File: config.mk
export PLATFORM = sky130hd
export DESIGN_NAME = rover_location_finder
export DESIGN_NICKNAME = d
export VERILOG_FILES = /design/src/rtl/rover_location_finder.sv
export SDC_FILE = /design/constraint.sdc
export NUM_CORES = 1
export LEC_CHECK = 0
export CAP_MARGIN = 30
export CORE_MARGIN = 2
export CORE_UTILIZATION = 45
export CTS_CLUSTER_SIZE = 10
export DETAILED_ROUTE_END_ITERATION = 16
export GPL_ROUTABILITY_DRIVEN = 0
export HOLD_SLACK_MARGIN = 0.15
export PLACE_DENSITY = 0.63
export SETUP_SLACK_MARGIN = 0.1
export SYNTH_ARGS = -nofsm -noshare
export SYNTH_HDL_FRONTEND = slang
export SYNTH_SLANG_ARGS = --single-unit
File: constraint.sdc
create_clock -name clock -period 4.1 [get_ports clock]
set_clock_uncertainty 0.1 [all_clocks]
set_input_delay 1.23 -clock clock [delete_from_list [all_inputs] [get_ports clock]]
set_output_delay 1.23 -clock clock [all_outputs]
set_load 0.01 [all_outputs]
File: src/rtl/rover_location_finder.sv
// Ultrasound sweep controller: collects one distance code per transducer, keeps the
// nearest valid echo and hands it to the display writer for two vsync periods.
module rover_location_finder #(
  parameter int NUM_SENSORS    = 12,
  parameter int TIMEOUT_CYCLES = 650000,
  parameter int MIN_VALID      = 1,
  parameter int MAX_VALID      = 254
) (
  input  logic        clock,
  input  logic        reset,
  input  logic        start,
  input  logic        sample_valid,
  input  logic [7:0]  sample_distance,
  input  logic [3:0]  sample_index,
  input  logic        vsync,
  output logic [11:0] location,
  output logic        new_data,
  output logic        busy,
  output logic        no_target,
  output logic        sample_error
);

  localparam int TO_W = $clog2(TIMEOUT_CYCLES + 1);
  localparam logic [4:0]      LAST_COUNT = 5'(NUM_SENSORS);
  localparam logic [TO_W-1:0] TO_LAST    = TO_W'(TIMEOUT_CYCLES - 1);

  typedef enum logic [1:0] {IDLE, SWEEP, PUBLISH, HOLD} state_t;

  state_t          state;
  logic [4:0]      count;
  logic [TO_W-1:0] tcnt;
  logic [7:0]      best_dist;
  logic [3:0]      best_idx;
  logic            found;
  logic            vsync_prev;
  logic            hold_edge;
  logic            vsync_rise;
  logic            index_ok;

  function automatic logic is_echo(input logic [7:0] d);
    return (int'(d) >= MIN_VALID) && (int'(d) <= MAX_VALID);
  endfunction

  assign vsync_rise = vsync & ~vsync_prev;
  // Indices at or beyond NUM_SENSORS can never equal a live count, so they mismatch too.
  assign index_ok   = ({1'b0, sample_index} == count);
  assign busy       = (state != IDLE);

  always_ff @(posedge clock) begin
    if (reset) begin
      state        <= IDLE;
      count        <= '0;
      tcnt         <= '0;
      best_dist    <= 8'hFF;
      best_idx     <= '0;
      found        <= 1'b0;
      vsync_prev   <= 1'b0;
      hold_edge    <= 1'b0;
      location     <= 12'h000;
      new_data     <= 1'b0;
      no_target    <= 1'b0;
      sample_error <= 1'b0;
    end else begin
      vsync_prev <= vsync;
      case (state)
        IDLE: begin
          if (start) begin
            state        <= SWEEP;
            count        <= '0;
            tcnt         <= '0;
            best_dist    <= 8'hFF;
            best_idx     <= '0;
            found        <= 1'b0;
            no_target    <= 1'b0;
            sample_error <= 1'b0;
          end
        end
        SWEEP: begin
          if (count == LAST_COUNT) begin
            state <= PUBLISH;
          end else if (sample_valid) begin
            count <= count + 5'd1;
            tcnt  <= '0;
            if (!index_ok) begin
              sample_error <= 1'b1;
            end else if (is_echo(sample_distance) && (sample_distance < best_dist)) begin
              best_dist <= sample_distance;
              best_idx  <= sample_index;
              found     <= 1'b1;
            end
          end else if (tcnt == TO_LAST) begin
            sample_error <= 1'b1;
            state        <= IDLE;
          end else begin
            tcnt <= tcnt + 1'b1;
          end
        end
        PUBLISH: begin
          if (found) begin
            location  <= {best_idx, best_dist};
            new_data  <= 1'b1;
            hold_edge <= 1'b0;
            state     <= HOLD;
          end else begin
            no_target <= 1'b1;
            state     <= IDLE;
          end
        end
        HOLD: begin
          // The writer samples on vsync; waiting for a second edge guarantees a full frame sees the flag.
          if (vsync_rise) begin
            if (hold_edge) begin
              new_data <= 1'b0;
              state    <= IDLE;
            end else begin
              hold_edge <= 1'b1;
            end
          end
        end
        default: state <= IDLE;
      endcase
    end
  end

endmodule

Yosys cells after proc, flatten, opt, wreduce, memory -nomap -nowiden
Index checks and enable logic that the tools add are counted.
{"block": "totals", "rom_bits": 0, "elab_cells": 104, "reg_bits": 57, "mem_count": 0, "latch_bits": 0, "input_bits": 17, "mem_bits_rw": 0, "output_inout_bits": 16}
{"block": "op_classes", "n_reduce_logical": 16, "n_shift": 0, "magnitude_cmp": 3, "n_eq_ne": 20, "bitwise_logic": 2, "n_mux": 49, "div_mod_pow": 0, "n_addsub": 2, "n_mul": 0}
{"cell": "$mux 20", "count": 4}
{"cell": "$mux 8", "count": 5}
{"cell": "$pmux 20 s2", "count": 1}
{"cell": "$add 20x1->20 const B", "count": 1}
{"cell": "$eq 20x20->1 const B", "count": 1}
{"cell": "$mux 4", "count": 5}
{"cell": "$ne 2x2->1 const B", "count": 9}
{"cell": "$pmux 8 s2", "count": 1}
{"cell": "$mux 1", "count": 15}
{"cell": "$mux 5", "count": 3}
{"cell": "$ne 3x3->1 const B", "count": 5}
{"cell": "$mux 2", "count": 7}
{"cell": "$reduce_and 4->1", "count": 3}
{"cell": "$pmux 1 s2", "count": 5}
{"cell": "$pmux 5 s2", "count": 1}
{"cell": "$reduce_and 5->1", "count": 2}
{"cell": "$ge 8x1->1 const B", "count": 1}
{"cell": "$le 8x8->1 const B", "count": 1}
{"cell": "$lt 8x8->1", "count": 1}
{"cell": "$pmux 2 s4", "count": 1}
{"cell": "$pmux 4 s2", "count": 1}
{"cell": "$reduce_bool 2->1", "count": 4}
{"cell": "$reduce_and 3->1", "count": 2}
{"cell": "$reduce_and 6->1", "count": 1}
{"cell": "10 further kinds", "count": 12}

Depth between registers and ports, before layout
{"block": "logic_depth", "depth_word": 8, "ltp_mapped": 9, "mapped_depth_nobuf": 7}

Least setup slack after synthesis
OpenSTA, ideal clock, no wires.
{"block": "synth_timing", "kind": "input-to-reg", "start": "in sample_distance[5]", "end": "reg best_dist[0]", "setup_ns": 0.126, "arrival_ns": 2.699, "cell_stages": 7, "t_required_ns": 3.874, "path_slack_ns": 1.175, "path_cell_list": "ha_1 a21oi_1 o22ai_1 a2111oi_0 nand4_1 buf_2 mux2i_1"}
{"block": "synth_via", "elab_chain_cells": 5, "word_cells_on_any_way": 7}
{"element": "start: declaration", "line_no": "13", "text": "input logic [7:0] sample_distance,"}
{"element": "$ge 8x1->1 / $le 8x8->1 (equally long branches)", "line_no": "41", "text": "return (int'(d) >= MIN_VALID) && (int'(d) <= MAX_VALID);"}
{"element": "$logic_and 1x1->1", "line_no": "41"}
{"element": "$logic_and 1x1->1 (*)", "line_no": "86", "text": "end else if (is_echo(sample_distance) && (sample_distance < best_dist)) begin"}
{"element": "$ne 2x2->1 (no source line) (*)"}
{"element": "$reduce_and 6->1 (no source line) (*)"}
{"element": "end signal: assignment", "line_no": "87", "text": "best_dist <= sample_distance;"}
{"element": "end: declaration", "line_no": "32", "text": "logic [7:0] best_dist;"}
Every way passes the cells marked *; elsewhere a longest branch is shown, timed or not.
A chain may end at the register's enable or synchronous reset.

Worst setup path in the final report
{"block": "layout_timing", "start": "in sample_valid", "end": "reg tcnt[6]"}
{"block": "layout_via", "elab_chain_cells": 3, "word_cells_on_any_way": 5}
{"element": "start: declaration", "line_no": "12", "text": "input logic sample_valid,"}
{"element": "$mux 20", "line_no": "81", "text": "end else if (sample_valid) begin"}
{"element": "$mux 20", "line_no": "79", "text": "if (count == LAST_COUNT) begin"}
{"element": "$pmux 20 s2", "line_no": "65", "text": "case (state)"}
{"element": "end signal: assignment", "line_no": "95", "text": "tcnt <= tcnt + 1'b1;"}
{"element": "end: declaration", "line_no": "31", "text": "logic [TO_W-1:0] tcnt;"}
Parallel ways exist; a longest one is shown, timed or not. The select of a mux whose other input is x is not followed.

==> metrics.log <==
[metrics] total power density per cell area: 331 nW/µm²
[metrics] overall track demand over capacity in global routing: 20.0%
[metrics] initial standard-cell utilization of the core: 46.2%
[metrics] Seq/Total Area, Yosys: 39.1%
[metrics] standard-cell rows: 29
[metrics] classification of the worst setup path: primary input to register
[metrics] cell type with the largest total area after synthesis: sky130_fd_sc_hd__dfxtp_1
[metrics] antenna cell count: 0
[metrics] crit share post-route: 81.2%
[metrics] synthesized cell area: 2920 µm²
[metrics] Slew Viols, Final: 0
[metrics] final standard cell count with taps included and fillers excluded: 476
[metrics] number of ports placed on the die boundary: 33
[metrics] final-layout worst hold slack: 0.352 ns
[metrics] total of buffers placed on input and output ports: 32
[metrics] DRC violations left: 0
[metrics] total number of H-tree levels: 3
[metrics] global-route wire length before repair: 11600 µm
[metrics] Async S/R FF share, synth: 0%
[metrics] number of nets in the layout: 421
[metrics] buffers inserted by post-CTS timing repair: 0
[metrics] leakage component of the power: 1.33 nW
[metrics] top area cells in the synthesized netlist: sky130_fd_sc_hd__dfxtp_1 (39%), sky130_fd_sc_hd__nand2_1 (6.3%), sky130_fd_sc_hd__a21oi_1 (5.8%)
[metrics] Multi-input gate area: 1660 µm²
[metrics] total count of hold-check failures in the final report: 0
[metrics] CTS buffer count: 9
[metrics] DR vias: 2587
[metrics] pin count of the biggest net entering global routing: 30
[metrics] clock input transition at the sequential cells of the worst setup and hold paths: 0.06 ns
[metrics] cell family contributing the most delay on the critical path: simple AND/OR/NAND/NOR gates
[metrics] unrepaired setup endpoints after global routing: no
[metrics] Pre-Repair DR Iteration Count: 4
[metrics] Longest Clk Path Bufs: 2
[metrics] worst-case headroom to the max-slew limit: 43.5%
[metrics] clock network latency to the later pin of the worst-skew pair: 0.34 ns
[metrics] maximum clock frequency: between 300 and 400 MHz
[metrics] Critical Path Max Stage Delay: between 0.5 and 0.6 ns
[metrics] HP Class: register to register
[metrics] count of flip-flops with a built-in enable after synthesis: 0
[metrics] syn avg cell area: around 8.1 µm²
[metrics] total placed cells including tap cells: 460
[metrics] number of nets with antenna violations after detailed routing: 0
[metrics] hold buffer count at cts: 0
[metrics] FF+latch area: ~1100 µm²
[metrics] slowest stage cell, crit path: sky130_fd_sc_hd__or4b_4
[metrics] post-route cell area: 3490 µm²
[metrics] die width: 84.5 µm
[metrics] vias in the first global route: ~2400
[metrics] VDD IR max: 196 µV
[metrics] detailed-route vias per instance: 5.43
[metrics] area growth from synthesis to layout: 19.5%
[metrics] number of standard cells after synthesis: 362
[metrics] die outline area: 7140 µm²
[metrics] Iter 0 DRT Violations: 169
[metrics] post-synthesis register bit count: 57
[metrics] area share of the largest cell type after synthesis: 39.1%
[metrics] Max Cap Viol: 0
[metrics] crit path launch type: primary input
[metrics] result of the run: complete, no violations
[metrics] nets in the synthesized netlist: 389
[metrics] Synth cell types: 53
[metrics] crit path buf inv count: 1
[metrics] commonest non-fill, non-tap cell in the layout: sky130_fd_sc_hd__dfxtp_1
[metrics] Critical Path AT: 3.46 ns
[metrics] Synth Flop Type: sky130_fd_sc_hd__dfxtp_1
[metrics] core outline area: 6310 µm²
[metrics] number of fill cells in the layout: 591
[metrics] clock root buffer: sky130_fd_sc_hd__clkbuf_8
[metrics] crit end category: register
[metrics] initial antenna violation count: 0
[metrics] number of synthesis warnings: 0
[metrics] TNS Setup: 0 ns
[metrics] required time at the endpoint of the critical path: about 4.2 ns
[metrics] transition time at the pin with the least slew margin: 0.847 ns
[metrics] clock tree from TritonCTS: yes
[metrics] placed instance area: 3290 µm²
[metrics] HPWL after detailed placement: 4790 µm
[metrics] setup violation total in the final timing report: 0
[metrics] leading cell types in the layout, fill and taps excluded: sky130_fd_sc_hd__dfxtp_1 (57), sky130_fd_sc_hd__nand2_1 (49), sky130_fd_sc_hd__nor2_1 (45)
[metrics] Period minus WS final: ~3.3 ns
[metrics] cell-by-cell listing of the critical path: clkdlybuf4s50_1 > or4b_4 > nor4_4 > a221o_2 > nor4_1 > o21a_1
[metrics] CTS sink count: 57
[metrics] maximum fanout along the worst path: 29
[metrics] Die H: approximately 85 µm
[metrics] Total Routed Length: 6670 µm
[metrics] final global-route overflow total: 0
[metrics] wire per inst: 14.0 µm
[metrics] layout cells sized above 1: 7.77%
[metrics] # resized after CTS: 0
[layer usage]
layer  part of all wire, %  GRT usage (%)  vias up
met5                     0              0        -
met4                   1.3           7.36        0
met3                   4.2           4.62        8
met2                    43           29.4       49
met1                    51           28.7     1176
li1                      -              -     1354
[area by class of cell]
class                      count  area share (%)
timing repair buffer          37            10.3
clock buffer                  12            4.74
sequential                    57            32.7
tap                           77            2.76
inverter                      11            1.18
multi-input combinational    278            47.6
clock inverter                 4           0.754
[logic make-up after synthesis]
logic type,Yosys count,synth area share (%)
and+or+nand+nor,174,30.7
AOI/OAI and AO/OA,73,14.9
DFF,57,39.1
buffers and inverters,27,4.07
muxes,13,4.46
adders and majority gates,10,4.29
xor gates and xnor gates,8,2.40
[cells in the mapped netlist (4+ instances only)]
library cell,number
sky130_fd_sc_hd__or4_1,4
sky130_fd_sc_hd__xor2_1,4
sky130_fd_sc_hd__nor3_1,6
sky130_fd_sc_hd__nand2b_1,7
sky130_fd_sc_hd__inv_1,11
sky130_fd_sc_hd__nand3_1,10
sky130_fd_sc_hd__clkbuf_1,10
sky130_fd_sc_hd__a21oi_1,34
sky130_fd_sc_hd__nor2b_1,4
sky130_fd_sc_hd__nand4_1,14
sky130_fd_sc_hd__or3_1,11
sky130_fd_sc_hd__o21ai_1,6
sky130_fd_sc_hd__dfxtp_1,57
sky130_fd_sc_hd__mux2i_1,13
sky130_fd_sc_hd__o21ai_0,9
sky130_fd_sc_hd__ha_1,10
sky130_fd_sc_hd__xnor2_1,4
sky130_fd_sc_hd__nor2_1,45
sky130_fd_sc_hd__nand2_1,49
[sequential cells by signal, summed over array words and instances, names as in the netlist]
signal,cells
best_idx,4
best_dist,8
state,2
new_data,1
found,1
hold_edge,1
location,12
tcnt,20
count,5
sample_error,1
no_target,1
vsync_prev,1
[path summary, 6_finish.rpt]
check | start | end | slack, ns | depth (start not counted)
worst min register to register | location[3] | location[3] | 0.35 | 2
worst min-delay path | location[3] | location[3] | 0.35 | 2
worst max-delay path | sample_valid | tcnt[6] | 0.77 | 6
worst max register to register | count[0] | tcnt[19] | 1.63 | 7
[worst min-delay path: cells and delay by family (launching register included)]
family / cells / cell delay, ns
flops: 1 / 0.31
compound gates: 1 / 0.05
simple gates: 1 / 0.05
[power by group]
part / total, mW / internal, mW / switching (mW)
Clock: 0.491 / 0.267 / 0.223
Sequential: 0.565 / 0.558 / 0.00689
Combinational: 0.0991 / 0.0421 / 0.0570
[stage by stage]
stage	power [mW]	setup WS (ns)	util (%)
after floorplan	0.640	1.17	-
after global placement	0.676	0.513	52.1
after detailed placement	0.677	0.444	52.2
after CTS	1.18	0.813	55.2
after global routing	1.21	0.576	55.2
final	1.15	0.769	55.2
(Power assumes the default switching activity.)
